==> src/rtl/ac_motor_gate_driver_pkg.sv <==
// Shared constants and types for the AC motor gate driver: SVPWM vector table,
// leg state encoding and default dead-time settings.
package ac_motor_pkg;

    localparam int SECTOR_COUNT        = 6;
    localparam int DEAD_CYCLES_DEFAULT = 50;
    localparam int CNT_W_DEFAULT       = 8;

    // Active vectors as {A,B,C}; 1 = high switch conducting.
    localparam logic [2:0] V1 = 3'b100;
    localparam logic [2:0] V2 = 3'b110;
    localparam logic [2:0] V3 = 3'b010;
    localparam logic [2:0] V4 = 3'b011;
    localparam logic [2:0] V5 = 3'b001;
    localparam logic [2:0] V6 = 3'b101;

    typedef enum logic [1:0] {
        LEG_OFF     = 2'd0,
        LEG_LOW_ON  = 2'd1,
        LEG_DEAD    = 2'd2,
        LEG_HIGH_ON = 2'd3
    } leg_state_t;

    // Sector s maps u1 to V(s+1) and u2 to the next vector, wrapping V6 -> V1.
    function automatic logic [2:0] sector_vector(input logic [2:0] sector,
                                                 input logic       second);
        logic [3:0] idx;
        idx = {1'b0, sector} + {3'b000, second};
        if (idx >= 4'(SECTOR_COUNT)) idx = idx - 4'(SECTOR_COUNT);
        case (idx)
            4'd0:    return V1;
            4'd1:    return V2;
            4'd2:    return V3;
            4'd3:    return V4;
            4'd4:    return V5;
            default: return V6;
        endcase
    endfunction

endpackage

==> src/rtl/ac_motor_gate_leg.sv <==
// One inverter leg: OFF / LOW_ON / DEAD / HIGH_ON state machine with a
// dead-time counter, so the two switches of the leg never conduct together.
module ac_motor_gate_leg
    import ac_motor_pkg::*;
#(
    parameter int DEAD_CYCLES = DEAD_CYCLES_DEFAULT,
    parameter int CNT_W       = CNT_W_DEFAULT
) (
    input  logic clk,
    input  logic rst_n,
    input  logic enable,
    input  logic demand,
    output logic gate_h,
    output logic gate_l,
    output logic state_bit
);

    localparam logic [CNT_W-1:0] CNT_LOAD = CNT_W'(DEAD_CYCLES - 1);

    leg_state_t       state_q, state_d;
    logic             target_q, target_d;
    logic [CNT_W-1:0] cnt_q, cnt_d;

    always_comb begin
        // NOTE: every combinational output gets a default first, so no path leaves it unassigned and no latch is inferred.
        state_d  = state_q;
        target_d = target_q;
        cnt_d    = cnt_q;
        case (state_q)
            LEG_OFF: begin
                state_d  = LEG_DEAD;
                target_d = demand;
                cnt_d    = CNT_LOAD;
            end
            LEG_LOW_ON: begin
                if (demand) begin
                    state_d  = LEG_DEAD;
                    target_d = 1'b1;
                    cnt_d    = CNT_LOAD;
                end
            end
            LEG_HIGH_ON: begin
                if (!demand) begin
                    state_d  = LEG_DEAD;
                    target_d = 1'b0;
                    cnt_d    = CNT_LOAD;
                end
            end
            LEG_DEAD: begin
                // A demand change during dead time restarts the full interval.
                if (demand != target_q) begin
                    target_d = demand;
                    cnt_d    = CNT_LOAD;
                end else if (cnt_q == '0) begin
                    state_d = target_q ? LEG_HIGH_ON : LEG_LOW_ON;
                end else begin
                    cnt_d = cnt_q - CNT_W'(1);
                end
            end
            default: state_d = LEG_OFF;
        endcase
        if (!enable) state_d = LEG_OFF;
    end

    // Gates are decoded from the next state so they change on the same edge as
    // the state register and can never both be high.
    always_ff @(posedge clk or negedge rst_n) begin
        if (!rst_n) begin
            // NOTE: sequential state uses non-blocking assignments so all flops update together at the edge.
            state_q   <= LEG_OFF;
            target_q  <= 1'b0;
            cnt_q     <= '0;
            gate_h    <= 1'b0;
            gate_l    <= 1'b0;
            state_bit <= 1'b0;
        end else begin
            state_q   <= state_d;
            target_q  <= target_d;
            cnt_q     <= cnt_d;
            gate_h    <= (state_d == LEG_HIGH_ON);
            gate_l    <= (state_d == LEG_LOW_ON);
            state_bit <= (state_d == LEG_HIGH_ON);
        end
    end

endmodule

==> src/rtl/ac_motor_gate_driver.sv <==
// Top level: switching-vector decode, sticky vector error and three dead-timed legs.
// Optional fault input/latch is built when AC_MOTOR_GATE_FAULT_EN is defined.
module ac_motor_gate_driver
    import ac_motor_pkg::*;
#(
    parameter int DEAD_CYCLES = DEAD_CYCLES_DEFAULT,
    parameter int CNT_W       = CNT_W_DEFAULT
) (
    input  logic       clk,
    input  logic       rst_n,
    input  logic       enable,
    input  logic [2:0] sector,
    input  logic       u0,
    input  logic       u1,
    input  logic       u2,
    input  logic       u7,
`ifdef AC_MOTOR_GATE_FAULT_EN
    input  logic       fault_n,
    output logic       fault,
`endif
    output logic       gate_ah,
    output logic       gate_al,
    output logic       gate_bh,
    output logic       gate_bl,
    output logic       gate_ch,
    output logic       gate_cl,
    output logic [2:0] phase_state,
    output logic       vec_err
);

    logic       sector_ok;
    logic       multi_strobe;
    logic       err_set;
    logic [2:0] demand_q, demand_d;
    logic       leg_enable;
    logic [2:0] gate_h_v, gate_l_v, state_bit_v;

    assign sector_ok    = (sector < 3'(SECTOR_COUNT));
    assign multi_strobe = (u0 & u1) | (u0 & u2) | (u0 & u7) |
                          (u1 & u2) | (u1 & u7) | (u2 & u7);
    assign err_set      = multi_strobe | (enable & ~sector_ok);

    // Active vectors need a valid sector; zero vectors do not.
    always_comb begin
        demand_d = demand_q;
        if (u0)                   demand_d = 3'b000;
        else if (u1 && sector_ok) demand_d = sector_vector(sector, 1'b0);
        else if (u2 && sector_ok) demand_d = sector_vector(sector, 1'b1);
        else if (u7)              demand_d = 3'b111;
    end

    always_ff @(posedge clk or negedge rst_n) begin
        if (!rst_n) begin
            demand_q <= 3'b000;
            vec_err  <= 1'b0;
        end else begin
            demand_q <= demand_d;
            vec_err  <= vec_err | err_set;
        end
    end

`ifdef AC_MOTOR_GATE_FAULT_EN
    logic [1:0] fault_sync;
    logic       fault_n_s;

    assign fault_n_s = fault_sync[1];

    always_ff @(posedge clk or negedge rst_n) begin
        if (!rst_n) begin
            fault_sync <= 2'b11;
            fault      <= 1'b0;
        end else begin
            fault_sync <= {fault_sync[0], fault_n};
            if (!fault_n_s)   fault <= 1'b1;
            else if (!enable) fault <= 1'b0;
        end
    end

    // The synchronized pin gates the legs directly so they reach OFF one cycle
    // before the latched flag would.
    assign leg_enable = enable & ~fault & fault_n_s;
`else
    assign leg_enable = enable;
`endif

    for (genvar i = 0; i < 3; i++) begin : g_leg
        ac_motor_gate_leg #(
            .DEAD_CYCLES (DEAD_CYCLES),
            .CNT_W       (CNT_W)
        ) u_leg (
            .clk       (clk),
            .rst_n     (rst_n),
            .enable    (leg_enable),
            .demand    (demand_q[i]),
            .gate_h    (gate_h_v[i]),
            .gate_l    (gate_l_v[i]),
            .state_bit (state_bit_v[i])
        );
    end

    // Bit 2 is phase A, bit 0 is phase C.
    assign gate_ah     = gate_h_v[2];
    assign gate_al     = gate_l_v[2];
    assign gate_bh     = gate_h_v[1];
    assign gate_bl     = gate_l_v[1];
    assign gate_ch     = gate_h_v[0];
    assign gate_cl     = gate_l_v[0];
    assign phase_state = state_bit_v;

endmodule

==> config.mk <==
export PLATFORM = sky130hd
export DESIGN_NAME = ac_motor_gate_driver
export DESIGN_NICKNAME = d
export VERILOG_FILES = /design/src/rtl/ac_motor_gate_driver_pkg.sv /design/src/rtl/ac_motor_gate_leg.sv /design/src/rtl/ac_motor_gate_driver.sv
export SDC_FILE = /design/constraint.sdc
export NUM_CORES = 1
export LEC_CHECK = 0
export CORE_MARGIN = 4
export CORE_UTILIZATION = 55
export DETAILED_ROUTE_END_ITERATION = 10
export PLACE_DENSITY = 0.83
export SYNTH_ARGS = -nofsm -noshare
export SYNTH_HDL_FRONTEND = slang
export SYNTH_SLANG_ARGS = --single-unit
==> constraint.sdc <==
create_clock -name clk -period 2.1 [get_ports clk]
set_input_delay 0.315 -clock clk [delete_from_list [all_inputs] [get_ports clk]]
set_output_delay 0.315 -clock clk [all_outputs]
set_load 0.005 [all_outputs]
==> flow_metrics.py, run 1 <==
metrics = {
    "timing": {
        "holdWs_ns": 0.487,
        "setup_viol": 0,
        "slew_viol_final": 0,
        "fin_crit_sh_pct": 96.1,
        "final-hold-violation-count": 0,
        "max_slew_margin_pct": 56.3,
        "fin_crit_ns": 2.02,
        "timing.fmax_ghz": 0.495,
        "clock_skew_ns": 0.0101,
        "tightestPinTransition_ns": 0.653,
    },
    "power_and_ir_drop": {
        "ir_drop_uv": 324,
        "total_power_mw": 1.96,
        "power.leakage_nw": 1.28,
        "p_per_area_mw_per_mm2": 630,
    },
    "global_route": {
        "antenna_found_initial": 0,
        "grt_max_degree": 23,
        "grt_pass1_wl_mm": 8.95,
        "track_usage_pct": 18.0,
        "grt-ovfl-total": 0,
        "grt_pass1_vias": 2070,
    },
    "floorplanning": {
        "pin_count": 20,
        "dieArea_mm2": 0.00603,
        "core.rowCount": 25,
        "die_h_um": 77.7,
        "die_w_um": 77.7,
        "core_mm2": 0.00472,
        "initial_core_util_pct": 56.5,
    },
    "place": {
        "dp_hpwl_mm": 3.89,
        "post_dp_cell_area_mm2": 0.00300,
        "dp_cells": 376,
        "io_buffers": 19,
        "place.gp.congestion": 0.880,
    },
    "detailed_routing": {
        "first_pass_iters": 4,
        "vias_per_cell": 5.85,
        "drt_iter0_drc": 154,
        "via_count": 2251,
        "drcViolationCount": 0,
        "routed_wl_mm": 5.07,
        "drt-wirelength-per-cell_um": 13.2,
        "antenna_left": 0,
    },
    "yosys": {
        "yosys_warnings": 0,
        "synth_area_mm2": 0.00267,
        "synth-async-reset-ratio_pct": 100,
        "synth_cell_types": 64,
        "yosysSeqAreaShare_pct": 40.3,
        "syn_area_per_cell_um2": 9.43,
        "synth-edff-count": 0,
        "synth_nets": 304,
        "synth_top_flop_cell": "dfrtp_1",
        "synth_seq_cells": 43,
        "syn_inst": 283,
    },
    "final_layout": {
        "synthToLayoutAreaGrowth_pct": 16.7,
        "design_area_mm2": 0.00312,
        "num_antenna_cells": 0,
        "layoutNonFillerInstCount": 385,
        "drive_above_1_share_pct": 13.8,
        "n_fill_cell": 379,
        "num-nets-final": 338,
    },
    "clock_network": {
        "cts_buffers": 5,
        "clk_pin_slew_ns": 0.08,
        "post-cts-setup-buffers": 0,
        "ctsLongestPathBuffers": 2,
        "clock_sinks": 43,
        "cts-root-buf": "clkbuf_8",
        "h-tree-depth": 2,
        "cts_tree": "built",
        "clock_latency_ns": 0.30,
    },
    "setup_path": {
        "crit_path_cell_trace": "inv_2, ha_2, or3b_4, or3_4, or4_1, a22oi_1",
        "max_stage_delay_ns": 0.41,
        "crit_arrival_ns": 2.23,
        "path_max_fanout": 4,
        "cp_num_buf_inv": 1,
        "critPathLaunchType": "register",
        "crit_required_ns": 2.32,
        "crit_slowest_cell": "dfrtp_1",
        "cpLargestDelayFamily": "simple AND/OR/NAND/NOR gates",
        "crit_type": "reg2reg",
        "crit_path_end_kind": "register",
    },
    "run_status": {
        "outcome": "complete, no violations",
    },
    "min_path": {
        "hp-class": "reg2reg",
    },
    "run": {
        "cap_violations": 0,
    },
}
report_power, final:
part	total, mW	switching [mW]	internal [mW]
Combinational	0.458	0.249	0.209
Sequential	0.986	0.0913	0.894
Clock	0.520	0.288	0.231
Total	1.96	0.628	1.33
synthesized netlist by cell type, types with 3 or more instances:
cell | number | share of area (%)
dfrtp_1 | 43 | 40
nor2_1 | 23 | 3.2
o21ai_0 | 19 | 3.6
a21oi_1 | 16 | 3.0
nor3_1 | 15 | 2.8
inv_1 | 14 | 2.0
ha_1 | 11 | 5.2
nand2_1 | 11 | 1.5
nand2b_1 | 8 | 1.9
a211oi_1 | 6 | 1.7
nor3b_1 | 6 | 1.7
and2_1 | 5 | 1.2
o21a_1 | 5 | 1.4
or3_1 | 5 | 1.2
a21o_1 | 4 | 1.1
a31oi_1 | 4 | 0.94
buf_4 | 4 | 1.1
mux2i_1 | 4 | 1.5
nor4_1 | 4 | 0.94
o31ai_1 | 4 | 1.1
or4_1 | 4 | 1.1
xnor2_1 | 4 | 1.3
xor2_1 | 4 | 1.3
clkbuf_1 | 3 | 0.42
nand3_1 | 3 | 0.56
nor2b_1 | 3 | 0.70
o221ai_1 | 3 | 0.98
worst min-delay path: stages, from the launching register on:
cell	delay [ns]
dfrtp_1	0.35
a21oi_1	0.04
o21ai_0	0.06
placed cells by master (no fill, tap or decap), types with 3 or more instances in the layout:
cell,count
a211oi_1,6
a21o_1,4
a21oi_1,16
a31oi_1,4
and2_1,5
buf_4,17
clkbuf_8,5
clkdlybuf4s50_1,18
dfrtp_1,43
ha_1,10
inv_1,13
mux2i_1,4
nand2_1,11
nand2b_1,8
nand3_1,3
nor2_1,23
nor2b_1,3
nor3_1,15
nor3b_1,5
nor4_1,4
o21a_1,5
o21ai_0,19
o221ai_1,3
o31ai_1,4
or3_1,4
or4_1,4
xnor2_1,4
xor2_1,4
worst paths after layout:
kind	startpoint	endpoint	slack [ns]	cells after the start
setup / recovery	g_leg[0].u_leg.cnt_q[0]$_DFFE_PN0P_	g_leg[0].u_leg.cnt_q[6]$_DFFE_PN0P_	0.08	6
hold / removal	vec_err$_DFF_PN0_	vec_err$_DFF_PN0_	0.49	2
setup reg to reg	g_leg[0].u_leg.cnt_q[0]$_DFFE_PN0P_	g_leg[0].u_leg.cnt_q[6]$_DFFE_PN0P_	0.08	6
hold reg to reg	vec_err$_DFF_PN0_	vec_err$_DFF_PN0_	0.49	2
max in group asynchronous	rst_n	demand_q[0]$_DFFE_PN0P_	1.03	3
min in group asynchronous	rst_n	g_leg[2].u_leg.cnt_q[0]$_DFFE_PN0P_	0.50	2
kinds of logic after synthesis:
logic type / count (synthesis) / synth area share [%]
and+or+nand+nor: 106 / 23.1
AOI/OAI and AO/OA: 85 / 22.3
DFF: 43 / 40.3
buffers and inverters: 24 / 4.31
adders and majority gates: 12 / 5.53
xor gates and xnor gates: 8 / 2.62
muxes: 5 / 1.92
through the flow:
step                utilization [%]  setup WS (ns)   TNS, ns
global placement               63.6       -0.00256  -0.00256
finish                         66.0         0.0814         0
detailed placement             63.6        -0.0422   -0.0456
floorplan                         -          0.175         0
global route                   66.0       -0.00388  -0.00388
CTS                            65.7         0.0489         0
registers in the layout, summed over array words and instances (netlist names):
name	count
g_leg.u_leg.gate_h	3
vec_err	1
g_leg.u_leg.cnt_q	24
demand_q	3
g_leg.u_leg.gate_l	3
g_leg.u_leg.target_q	3
g_leg.u_leg.state_q	6
layout make-up:
class,count,area [um^2],area share [%]
Multi-Input combinational cell,216,1490,47.9
Sequential cell,43,1080,34.5
Timing Repair Buffer,37,323,10.4
Tap cell,67,83.8,2.69
Clock buffer,5,68.8,2.21
Inverter,14,52.6,1.69
Clock inverter,3,20.0,0.643
timing repair:
| item | 4_1_cts | 5_1_grt |
|---|---|---|
| resized for setup | 0 | 4 |
| endpoints found under the setup margin | 0 | 2 |
| hold buffers | 1 | 0 |
| endpoints found under the hold margin | 20 | 0 |
per-layer routing:
| metal | vias up | global-route usage [%] | wire length [um] | share of wire, % |
|---|---|---|---|---|
| met3 | 5 | 3.13 | 188 | 3.7 |
| met5 | - | 0 | 0 | 0 |
| met4 | 0 | 4.80 | 54 | 1.1 |
| met2 | 47 | 30.8 | 2450 | 48 |
| met1 | 1081 | 23.5 | 2380 | 47 |
| li1 | 1118 | - | - | - |
Power figures use the tool's default switching activity.
==> inputs of run 2 (changes only) <==
--- a/config.mk
+++ b/config.mk
@@ -9,6 +9,7 @@
 export CORE_UTILIZATION = 55
 export DETAILED_ROUTE_END_ITERATION = 10
 export PLACE_DENSITY = 0.83
+export SETUP_SLACK_MARGIN = 0.05
 export SYNTH_ARGS = -nofsm -noshare
 export SYNTH_HDL_FRONTEND = slang
 export SYNTH_SLANG_ARGS = --single-unit
==> flow_metrics.py, run 2 (synthesis gave the netlist of run 1 again) <==
metrics = {
    "run_status": {
        "outcome": "complete, no violations",
    },
    "detailed_routing": {
        "routed_wl_mm": 5.15,
        "drt_iter0_drc": 180,
        "via_count": 2257,
        "antenna_left": 0,
        "drcViolationCount": 0,
        "first_pass_iters": 4,
        "vias_per_cell": 5.83,
        "drt-wirelength-per-cell_um": 13.3,
    },
    "setup_path": {
        "reg2reg_slack_ns": 0.07,
        "crit_arrival_ns": 2.25,
        "crit_path_end_kind": "register",
        "crit_path_cell_trace": "inv_1, ha_2, or3b_4, or3_4, or4_1, a22oi_1",
        "max_stage_delay_ns": 0.41,
        "cp_num_buf_inv": 1,
        "cpLargestDelayFamily": "simple AND/OR/NAND/NOR gates",
        "crit-reg2reg-launch": "g_leg[0].u_leg.cnt_q[0]$_DFFE_PN0P_",
        "path_max_fanout": 4,
        "crit_required_ns": 2.32,
        "critPathLaunchType": "register",
        "crit_type": "reg2reg",
        "crit_slowest_cell": "or4_1",
        "rr_endpoint": "g_leg[0].u_leg.cnt_q[6]$_DFFE_PN0P_",
        "rr_worst_depth": 6,
    },
    "clock_network": {
        "cts-root-buf": "clkbuf_8",
        "clock_sinks": 43,
        "clock_latency_ns": 0.30,
        "cts_buffers": 5,
        "h-tree-depth": 2,
        "clk_pin_slew_ns": 0.08,
        "ctsLongestPathBuffers": 2,
        "cts_tree": "built",
    },
    "final_layout": {
        "design_area_mm2": 0.00314,
        "reg_top3": "g_leg.u_leg.cnt_q x24, g_leg.u_leg.state_q x6",
        "layout_common_cells": "dfrtp_1 (43), nor2_1 (23), o21ai_0 (19), buf_4 (19), clkdlybuf4s50_1 (18)",
        "largest_register_ffs": 24,
        "num_antenna_cells": 0,
        "synthToLayoutAreaGrowth_pct": 17.7,
        "drive_above_1_share_pct": 14.1,
        "final_common_cell": "dfrtp_1",
        "largest_register": "g_leg.u_leg.cnt_q",
        "num-nets-final": 340,
    },
    "timing": {
        "fin_crit_ns": 2.03,
        "slew_viol_final": 0,
        "clock_skew_ns": 0.00889,
        "final-hold-violation-count": 0,
        "rsz0062_at_grt": "yes",
        "holdWs_ns": 0.487,
        "setup_viol": 0,
        "tns_ns": 0,
        "fin_ws_ns": 0.0698,
        "fin_crit_sh_pct": 96.7,
        "timing.fmax_ghz": 0.493,
        "tightestPinTransition_ns": 0.639,
        "max_slew_margin_pct": 57.2,
    },
    "floorplanning": {
        "core.rowCount": 25,
        "die_w_um": 77.7,
        "initial_core_util_pct": 56.5,
        "die_h_um": 77.7,
        "dieArea_mm2": 0.00603,
        "core_mm2": 0.00472,
        "pin_count": 20,
    },
    "global_route": {
        "grt_max_degree": 23,
        "track_usage_pct": 18.0,
        "grt-ovfl-total": 0,
        "antenna_found_initial": 0,
        "grt_pass1_vias": 2071,
        "grt_pass1_wl_mm": 8.95,
    },
    "place": {
        "place.gp.congestion": 0.880,
        "pre_cts_ws_ns": -0.0422,
        "post_dp_cell_area_mm2": 0.00300,
        "dp_hpwl_mm": 3.89,
        "io_buffers": 19,
    },
    "min_path": {
        "min_path_cells": 2,
        "hold_start": "vec_err$_DFF_PN0_",
        "hp-class": "reg2reg",
        "whs_endpoint": "vec_err$_DFF_PN0_",
    },
    "run": {
        "cap_violations": 0,
    },
    "power_and_ir_drop": {
        "p_int_mw": 1.34,
        "p_sw_mw": 0.633,
        "clkPwrFrac_pct": 26.3,
        "total_power_mw": 1.97,
        "swShare_pct": 32.1,
        "pwr-share-seq_pct": 49.9,
        "p_per_area_mw_per_mm2": 628,
        "p_comb_share_pct": 23.8,
        "power.leakage_nw": 1.29,
        "ir_drop_uv": 323,
    },
}
-- run 2: cell count changes in the layout (fill, tap and decap cells not counted) --
cell       before  now
a2111oi_2       1    0
buf_4          17   19
inv_2           1    0
inv_1          13   14
a2111oi_4       0    1
-- run 2: tightest hold or removal path: cells and delay by family, from the launching register on --
kind / cells / cell delay (ns)
flip-flops: 1 / 0.35
AO/OA/AOI/OAI: 2 / 0.10
-- run 2: final cells by class --
cell class                      instances  area [um^2]
Sequential cell                        43         1080
Timing Repair Buffer                   39          338
Tap cell                               67         83.8
Multi-Input combinational cell        216         1500
Fill cell                             371         1580
Clock inverter                          3         20.0
Clock buffer                            5         68.8
Inverter                               14         52.6
-- run 2: worst max-delay path by stage --
stage                                                      to  slack (ns)  cells after the start                           startpoint
after CTS                 g_leg[0].u_leg.cnt_q[6]$_DFFE_PN0P_        0.07                      6  g_leg[0].u_leg.cnt_q[0]$_DFFE_PN0P_
final                     g_leg[0].u_leg.cnt_q[6]$_DFFE_PN0P_        0.07                      6  g_leg[0].u_leg.cnt_q[0]$_DFFE_PN0P_
after global routing      g_leg[0].u_leg.cnt_q[6]$_DFFE_PN0P_       -0.02                      6  g_leg[0].u_leg.cnt_q[0]$_DFFE_PN0P_
after floorplan           g_leg[0].u_leg.cnt_q[6]$_DFFE_PN0P_        0.18                      6  g_leg[0].u_leg.cnt_q[0]$_DFFE_PN0P_
after global placement                demand_q[0]$_DFFE_PN0P_      -0.003                      6                            sector[1]
after detailed placement              demand_q[0]$_DFFE_PN0P_       -0.04                      6                            sector[1]
-- run 2: metal layers --
metal | vias to the layer above | track usage (%) | part of all wire, % | wire length [um]
met1 | 1081 | 23.5 | 47 | 2430
li1 | 1126 | - | - | -
met3 | 5 | 3.13 | 3.5 | 179
met5 | - | 0 | 0 | 0
met2 | 45 | 30.8 | 48 | 2480
met4 | 0 | 4.80 | 1.0 | 53
-- run 2: repair_timing --
action / in CTS / in global routing
endpoints found under the hold margin: 20 / 0
hold buffers: 1 / 0
setup endpoints to repair: 1 / 4
gates resized for setup: 0 / 4
cloned: 0 / 0
setup buffers: 1 / 1
pin swaps: 0 / 2
-- run 2: power groups by stage --
stage          combinational, mW  sequential [mW]  clock, mW
2_1_floorplan              0.339            0.967          0
3_3_place_gp               0.437            0.994          0
3_5_place_dp               0.454            0.999          0
4_1_cts                    0.462            0.982      0.543
5_1_grt                    0.535            0.998      0.575
6_report                   0.470            0.985      0.520
-- run 2: stage by stage --
step	std cells	utilization [%]
global placement	376	63.6
global route	387	66.5
finish	387	66.5
detailed placement	376	63.6
CTS	386	65.9
floorplan	283	-
